$ cat src/rtl/motor_mix_sequencer.sv
// Time-multiplexed quad motor mixer: one shared adder walks the 16 motor/axis
// terms of a snapshot and publishes all four saturated results at once.
module motor_mix_sequencer #(
  parameter int DELTA_SHIFT = 2,
  parameter int OUT_MAX     = 200
) (
  input  logic       clk,
  input  logic       rst,
  input  logic       start,
  input  logic [7:0] throttle_offset,
  input  logic [7:0] pitch_offset,
  input  logic [7:0] roll_offset,
  input  logic [7:0] yaw_offset,
  output logic [7:0] motor_1_offset,
  output logic [7:0] motor_2_offset,
  output logic [7:0] motor_3_offset,
  output logic [7:0] motor_4_offset,
  output logic       busy,
  output logic       done
);

  // Handshake: start is a level sampled on every edge. While busy it is
  // remembered as a single pending request, launched on the next idle edge.
  // done is a one-cycle strobe marking the cycle the four outputs change.

  localparam logic ST_IDLE = 1'b0;
  localparam logic ST_ACC  = 1'b1;

  localparam logic signed [10:0] OUT_MAX_S = 11'(OUT_MAX);
  localparam logic [7:0]         OUT_MAX_U = 8'(OUT_MAX);

  logic              state_q, state_d;
  logic              pending_q, pending_d;
  logic [3:0]        step_q, step_d;
  logic [7:0]        thr_q, thr_d;
  logic [7:0]        pit_q, pit_d;
  logic [7:0]        rol_q, rol_d;
  logic [7:0]        yaw_q, yaw_d;
  logic signed [10:0] acc_q, acc_d;
  logic [7:0]        sh0_q, sh0_d;
  logic [7:0]        sh1_q, sh1_d;
  logic [7:0]        sh2_q, sh2_d;
  logic [7:0]        m1_q, m1_d;
  logic [7:0]        m2_q, m2_d;
  logic [7:0]        m3_q, m3_d;
  logic [7:0]        m4_q, m4_d;
  logic              busy_q, busy_d;
  logic              done_q, done_d;

  logic [7:0]         axis_sel;
  logic signed [8:0]  centred;
  logic signed [8:0]  shifted;
  logic signed [10:0] delta_ext;
  logic               neg_term;
  logic signed [10:0] term;
  logic signed [10:0] sum;
  logic [7:0]         sat_val;
  logic [1:0]         step_m;
  logic [1:0]         step_t;

  always_comb begin
    step_m = step_q[3:2];
    step_t = step_q[1:0];

    case (step_t)
      2'd1:    axis_sel = pit_q;
      2'd2:    axis_sel = rol_q;
      default: axis_sel = yaw_q;
    endcase

    centred   = $signed({1'b0, axis_sel}) - 9'sd128;
    shifted   = centred >>> DELTA_SHIFT;
    delta_ext = {{2{shifted[8]}}, shifted};

    // Sign pattern per motor for (pitch, roll, yaw); 1 means subtract.
    neg_term = 1'b0;
    case (step_m)
      2'd0: neg_term = (step_t == 2'd3);
      2'd1: neg_term = (step_t == 2'd2);
      2'd2: neg_term = 1'b1;
      2'd3: neg_term = (step_t == 2'd1);
      default: neg_term = 1'b0;
    endcase

    term = neg_term ? -delta_ext : delta_ext;
    sum  = acc_q + term;

    if (sum < 0)
      sat_val = 8'd0;
    else if (sum > OUT_MAX_S)
      sat_val = OUT_MAX_U;
    else
      sat_val = sum[7:0];
  end

  always_comb begin
    state_d   = state_q;
    pending_d = pending_q;
    step_d    = step_q;
    thr_d     = thr_q;
    pit_d     = pit_q;
    rol_d     = rol_q;
    yaw_d     = yaw_q;
    acc_d     = acc_q;
    sh0_d     = sh0_q;
    sh1_d     = sh1_q;
    sh2_d     = sh2_q;
    m1_d      = m1_q;
    m2_d      = m2_q;
    m3_d      = m3_q;
    m4_d      = m4_q;
    busy_d    = busy_q;
    done_d    = 1'b0;

    case (state_q)
      ST_IDLE: begin
        if (start || pending_q) begin
          thr_d     = throttle_offset;
          pit_d     = pitch_offset;
          rol_d     = roll_offset;
          yaw_d     = yaw_offset;
          pending_d = 1'b0;
          step_d    = 4'd0;
          busy_d    = 1'b1;
          state_d   = ST_ACC;
        end
      end
      ST_ACC: begin
        if (start)
          pending_d = 1'b1;
        if (step_t == 2'd0)
          acc_d = {3'b000, thr_q};
        else
          acc_d = sum;
        if (step_t == 2'd3) begin
          case (step_m)
            2'd0: sh0_d = sat_val;
            2'd1: sh1_d = sat_val;
            2'd2: sh2_d = sat_val;
            default: begin
              // Last motor bypasses its shadow so all four land on this edge.
              m1_d    = sh0_q;
              m2_d    = sh1_q;
              m3_d    = sh2_q;
              m4_d    = sat_val;
              done_d  = 1'b1;
              busy_d  = 1'b0;
              state_d = ST_IDLE;
            end
          endcase
        end
        step_d = step_q + 4'd1;
      end
      default: state_d = ST_IDLE;
    endcase
  end

  always_ff @(posedge clk) begin
    if (rst) begin
      state_q   <= ST_IDLE;
      pending_q <= 1'b0;
      step_q    <= 4'd0;
      thr_q     <= 8'd0;
      pit_q     <= 8'd0;
      rol_q     <= 8'd0;
      yaw_q     <= 8'd0;
      acc_q     <= 11'sd0;
      sh0_q     <= 8'd0;
      sh1_q     <= 8'd0;
      sh2_q     <= 8'd0;
      m1_q      <= 8'd0;
      m2_q      <= 8'd0;
      m3_q      <= 8'd0;
      m4_q      <= 8'd0;
      busy_q    <= 1'b0;
      done_q    <= 1'b0;
    end else begin
      state_q   <= state_d;
      pending_q <= pending_d;
      step_q    <= step_d;
      thr_q     <= thr_d;
      pit_q     <= pit_d;
      rol_q     <= rol_d;
      yaw_q     <= yaw_d;
      acc_q     <= acc_d;
      sh0_q     <= sh0_d;
      sh1_q     <= sh1_d;
      sh2_q     <= sh2_d;
      m1_q      <= m1_d;
      m2_q      <= m2_d;
      m3_q      <= m3_d;
      m4_q      <= m4_d;
      busy_q    <= busy_d;
      done_q    <= done_d;
    end
  end

  assign motor_1_offset = m1_q;
  assign motor_2_offset = m2_q;
  assign motor_3_offset = m3_q;
  assign motor_4_offset = m4_q;
  assign busy           = busy_q;
  assign done           = done_q;

endmodule
$ cat config.mk
export PLATFORM = sky130hd
export DESIGN_NAME = motor_mix_sequencer
export DESIGN_NICKNAME = d
export VERILOG_FILES = /design/src/rtl/motor_mix_sequencer.sv
export SDC_FILE = /design/constraint.sdc
export NUM_CORES = 1
export LEC_CHECK = 0
export CAP_MARGIN = 20
export CORE_MARGIN = 5
export CORE_UTILIZATION = 34
export DETAILED_ROUTE_END_ITERATION = 10
export SLEW_MARGIN = 20
export SYNTH_ARGS = -nofsm -noshare
export SYNTH_HDL_FRONTEND = slang
export SYNTH_SLANG_ARGS = --single-unit
$ cat constraint.sdc
create_clock -name clk -period 4.66 [get_ports clk]
set_input_delay 0.699 -clock clk [delete_from_list [all_inputs] [get_ports clk]]
set_output_delay 0.699 -clock clk [all_outputs]
set_load 0.005 [all_outputs]
=== Yosys cells after proc, flatten, opt, wreduce, memory -nomap -nowiden ===
Cells that the tools add are included.

* Output and inout port bits: 34
* Logic and storage cells: 68
* Bits of input ports: 35
* Flip-flop bits (word level): 107

* Multiplexer cells: 20
* Add/sub/neg operators: 4
* $lt $le $gt $ge: 2
* Reductions and logical operators: 12
* Bitwise gates (word level): 3
* Eq/ne operators: 10

{| class="wikitable"
|+ Operator list
! operator !! number
|-
| $mux W11 || 2
|-
| $mux W8 || 2
|-
| $pmux W8 S2 || 1
|-
| $reduce_and A3 Y1 || 5
|-
| $add A11 B11 Y11 || 1
|-
| $gt A11 B9 Y1 const B || 1
|-
| $lt A11 B1 Y1 const B || 1
|-
| $neg A7 Y11 || 1
|-
| $mux W1 || 9
|-
| $sub A8 B8 Y9 const B || 1
|-
| $eq A2 B2 Y1 const B || 4
|-
| $pmux W4 S2 || 1
|-
| $ne A2 B2 Y1 const B || 3
|-
| $pmux W1 S2 || 3
|-
| $reduce_or A3 Y1 || 2
|-
| $add A4 B1 Y4 const B || 1
|-
| $eq A2 B1 Y1 const B || 2
|-
| $logic_not A2 Y1 || 2
|-
| $mux W4 || 1
|-
| $pmux W1 S4 || 1
|-
| $reduce_and A2 Y1 || 2
|-
| $not A1 Y1 || 3
|-
| $ne A2 B1 Y1 const B || 1
|-
| $logic_or A1 B1 Y1 || 1
|}

=== Depth between registers and ports, before layout ===
* Depth in word-level cells: 9
* Depth in mapped cells: 20
* Mapped depth without buffers: 18

=== Least setup slack after synthesis ===
No wires, ideal clock.

* Path type: register to register
* Start point: register step_q[0]
* End point: register m4_q[5], in the netlist motor_4_offset[5]
* Stages on the path, launching flop included: 19
* Arrival: 4.361 ns
* Path slack: 0.203 ns
* Path buffers: 2
* Path through: dfxtp_1 -> inv_1 -> ha_1 -> clkbuf_1 -> o21ai_0 -> ha_1 -> and2_1 -> a31oi_1 -> nor2b_1 -> xnor2_1 -> ha_1 -> a21o_1 -> a221oi_4 -> o21ai_1 -> a311o_1 -> xnor2_2 -> or3b_1 -> buf_2 -> o41ai_2

* Word-level cells in the longest chain between the ends: 9
* Elaborated cells on any way between the ends: 14
* Those cells by class: add/sub: 3; order compare: 2; eq/ne: 3; mux: 5; reduce/logical: 1

{| class="wikitable"
|+ RTL lines
! what !! RTL line !! RTL
|-
| start, declared || 34 || <nowiki>logic [3:0] step_q, step_d;</nowiki>
|-
| start signal, assigned || 180 || <nowiki>step_q <= step_d;</nowiki>
|-
| $eq A2 B2 Y1 or $eq A2 B1 Y1 (tied branches) || 65, 79, 81 ||
|-
| $pmux W8 S2 || 65 || <nowiki>case (step_t)</nowiki>
|-
| $sub A8 B8 Y9 || 71 || <nowiki>centred = $signed({1'b0, axis_sel}) - 9'sd128;</nowiki>
|-
| $neg A7 Y11 || 85 || <nowiki>term = neg_term ? -delta_ext : delta_ext;</nowiki>
|-
| $mux W11 || 85 ||
|-
| $add A11 B11 Y11 || 86 || <nowiki>sum = acc_q + term;</nowiki>
|-
| $gt A11 B9 Y1 || 90 || <nowiki>else if (sum > OUT_MAX_S)</nowiki>
|-
| $mux W8 || 90 ||
|-
| $mux W8 || 88 || <nowiki>if (sum < 0)</nowiki>
|-
| end signal, assigned || 192 || <nowiki>m4_q <= m4_d;</nowiki>
|-
| end, declared || 46 || <nowiki>logic [7:0] m4_q, m4_d;</nowiki>
|}

Several ways; a longest one is shown, not always the timed one.
A chain may end at the register's enable or synchronous reset.

=== Worst setup path after layout ===
* Start point: register step_q[1]
* End point: register sh2_q[4]

* Word-level cells in the longest chain between the ends: 9
* Elaborated cells on any way between the ends: 14
* Those cells by class: add/sub: 3; order compare: 2; eq/ne: 3; mux: 5; reduce/logical: 1

{| class="wikitable"
|+ RTL lines
! what !! RTL line !! RTL
|-
| $eq A2 B2 Y1 or $eq A2 B1 Y1 (tied branches) || 65, 79, 81 ||
|-
| $pmux W8 S2 || 65 ||
|-
| $sub A8 B8 Y9 || 71 ||
|-
| $neg A7 Y11 || 85 ||
|-
| $mux W11 || 85 ||
|-
| $add A11 B11 Y11 || 86 ||
|-
| $gt A11 B9 Y1 || 90 ||
|-
| $mux W8 || 90 ||
|-
| $mux W8 || 88 ||
|-
| end signal, assigned || 170 || <nowiki>sh2_q <= 8'd0;</nowiki>
|-
| end signal, assigned || 188 || <nowiki>sh2_q <= sh2_d;</nowiki>
|-
| end, declared || 42 || <nowiki>logic [7:0] sh2_q, sh2_d;</nowiki>
|}

Several ways; a longest one is shown, not always the timed one.

==> reports/results.txt <==
Status: finished, final reports clean
CTS tree: done
Yosys warning total: 0
Final instance area: 5920 um^2
Vias in the first global route: 3896
Synth Cell Area: 4700 um^2
Overflow after GRT: 0
Number of synthesized flops with an enable pin: 0
Core box area: 13700 um^2
Clock root buffer master: clkbuf_16
Top delay family on crit path: compound AO/OA/AOI/OAI gates
Share of cells above drive strength 1: 10.4%
Post-Syn Instances: 564
Maxcap violations: 0
Residual DRC count: 0
Clk_lat worst skew: 0.35 ns
Total number of vias: 3998
Worst slew pin tran: 0.984 ns
Placement-stage cell area: 5480 um^2
Fin Clk Skew: 0.00716 ns
Routability cong.: 0.822
Synth top area cells: dfxtp_1 43%, nand2_1 11%, a21oi_1 6.9%, ha_1 4.3%, nand3b_1 3.5%
Syn_area_per_cell: 8.33 um^2
I/O pins: 69
First-iteration detailed-routing DRC count: 219
WHS: 0.454 ns
Synth Flop Type: dfxtp_1
WP data arrival: 4.62 ns
Post-route ant nets: 0
Unrepaired setup endpoints after global routing: no
Endpoints failing hold: 0
Final Setup Violations: 0
Die Y-Extent: 128 um
H-Tree Level Count: 3
Peak supply drop: 0.173 mV
Maximum clock path buffer count: 2
FF+latch count, synth: 101
Post-route minimum period: 4.36 ns
Drt wl/cell: 13.9 um
Largest area contributor in the netlist: dfxtp_1
Largest net degree at the start of global routing: 55
CP max stage cell: or3b_4
Leakage: 2.16 nW
Synth cell types: 48
CP endpoint kind: register
Clk pin slew, worst setup/hold paths: 0.07 ns
CTS Hold Bufs: 0
Max Fclk: 229 MHz
Critical path type: register to register
First-pass GRT wire length: 18900 um
Filler cell count: 1339
Buffers on Ports: 62
WL final: 11100 um
Buf+Inv Stages, Crit Path: 1
Crit path largest cell delay: 0.49 ns
Nets: 665
Met3 usage: 2.76%
GRT busiest layer: met2
CTS Sinks: 101
Top cell type's share of synthesized area: 43.0%
Hpwl dp: 7920 um
Maximum fanout along the worst path: 8
Slew Limit Fails: 0
Drt via density: 5.01
Overall routing resource usage: 14.2%
PwrDens: 355 nW/um^2
Die width: 128 um
Register area share after synthesis: 43.0%
Row Count: 43
Final Cycle Share: 93.6%
Worst path required time: 4.92 ns
Cell mode on critical path: ha_2
Slew headroom: 34.4%
CP Launch Type: register
Most frequent cells in the layout: 134 x nand2_1, 100 x dfxtp_1, 65 x a21oi_1, 61 x clkdlybuf4s50_1, 32 x nor2_1
Hold Crit Class: register to register
Area delta synth->final: 26.0%
Diode count: 0
Most common cell after layout, fill and taps aside: nand2_1
Net Count, Synth: 616
DIE AREA: 16300 um^2
Initial core utilization: 34.2%
Global routing usage on met2: 23.4%
Num CTS Buffers: 9
Initial antenna violation count: 0
Worst-path cell chain: inv_1 -> ha_2 -> a22oi_1 -> nand2_1 -> o21ai_2 -> ha_2 -> and2_1 -> a31oi_2 -> nor2b_1 -> xnor2_1 -> ha_1 -> a21o_1 -> a221oi_4 -> o21ai_1 -> a311o_1 -> xnor2_2 -> or3b_4 -> o41ai_2
Global routing usage on met1: 18.4%
Ys async rst share: 0%
Drt pass-1 iters: 7
==> flip-flops by register name, indices dropped and copies added (netlist names) <==
name	flops
acc_q	11
motor_1_offset	8
motor_2_offset	8
motor_3_offset	8
motor_4_offset	8
sh0_q	8
sh1_q	8
sh2_q	8
thr_q	8
pit_q	6
rol_q	6
yaw_q	6
step_q	4
busy	1
done	1
pending_q	1
state_q	1
==> final timing paths <==
check | start | end | slack, ns | cells past startpoint
max | step_q[1]$_SDFFE_PP0P_ | sh2_q[4]$_SDFFE_PP0P_ | 0.30 | 18
max reg2reg | step_q[1]$_SDFFE_PP0P_ | sh2_q[4]$_SDFFE_PP0P_ | 0.30 | 18
min | motor_2_offset[4]$_SDFFE_PP0P_ | motor_2_offset[4]$_SDFFE_PP0P_ | 0.45 | 2
min reg2reg | motor_2_offset[4]$_SDFFE_PP0P_ | motor_2_offset[4]$_SDFFE_PP0P_ | 0.45 | 2
==> metal layers <==
layer | up-vias | share of wire, %
li1 | 2059 | -
met1 | 1854 | 47
met2 | 77 | 48
met3 | 8 | 3.5
met4 | 0 | 1.0
met5 | - | 0
==> kinds of logic (layout without fill, tap and decap cells) <==
family | after synthesis | after routing | synth area share [%]
mux | 12 | 12 | 2.88
flops | 101 | 101 | 43.0
fa+ha+maj | 17 | 17 | 4.69
compound gates | 144 | 144 | 20.3
buf+inv | 46 | 100 | 3.91
simple gates | 232 | 232 | 22.8
xor+xnor | 12 | 12 | 2.40
==> where the power goes <==
part / leakage (nW) / internal (mW) / switching [mW] / total, mW
logic: 1.19 / 0.183 / 0.237 / 0.420
clock network: 0.152 / 0.428 / 0.347 / 0.775
registers: 0.820 / 0.887 / 0.0219 / 0.909
==> cell type report <==
cell class	count	area [um^2]	share of cell area, %
Clock inverter	6	80.1	1.35
Clock buffer	10	229	3.87
Multi-Input combinational cell	417	2610	44.0
Inverter	6	22.5	0.380
Tap cell	180	225	3.80
Sequential cell	101	2020	34.2
Timing Repair Buffer	78	736	12.4
==> worst min-delay path: stages, from the launching register on <==
cell	delay, ns
dfxtp_1	0.31
nand2_1	0.05
a21oi_1	0.05
==> repair_timing <==
item,4_1_cts,5_1_grt
gates resized for setup,3,20
pin swaps,0,3
endpoints found under the setup margin,20,30
buffers inserted,0,2
==> stage by stage <==
stage | std cells | total power [mW] | setup WS [ns] | setup TNS, ns | utilization, %
final | 798 | 2.10 | 0.296 | 0 | 43.2
after global routing | 798 | 2.21 | 0.00685 | 0 | 43.2
after CTS | 796 | 2.10 | 0.0907 | 0 | 42.3
after detailed placement | 780 | 1.32 | -0.0480 | -0.203 | 40.0
after global placement | 780 | 1.30 | 0.133 | 0 | 40.0
after floorplan | 564 | 1.19 | 0.203 | 0 | -
==> Yosys cell counts (5+ instances only) <==
master / instances
a21o_1: 8
nand3b_1: 22
a21oi_1: 65
nand2b_1: 9
a211oi_1: 6
o41ai_1: 14
mux2i_1: 9
o41ai_2: 6
nor2_1: 32
xnor2_1: 6
nand2_1: 134
inv_1: 6
dfxtp_1: 101
clkbuf_1: 35
nor2b_1: 9
o21ai_0: 24
xor2_1: 5
ha_1: 16
Note: power is estimated with default switching activity, not from simulation.
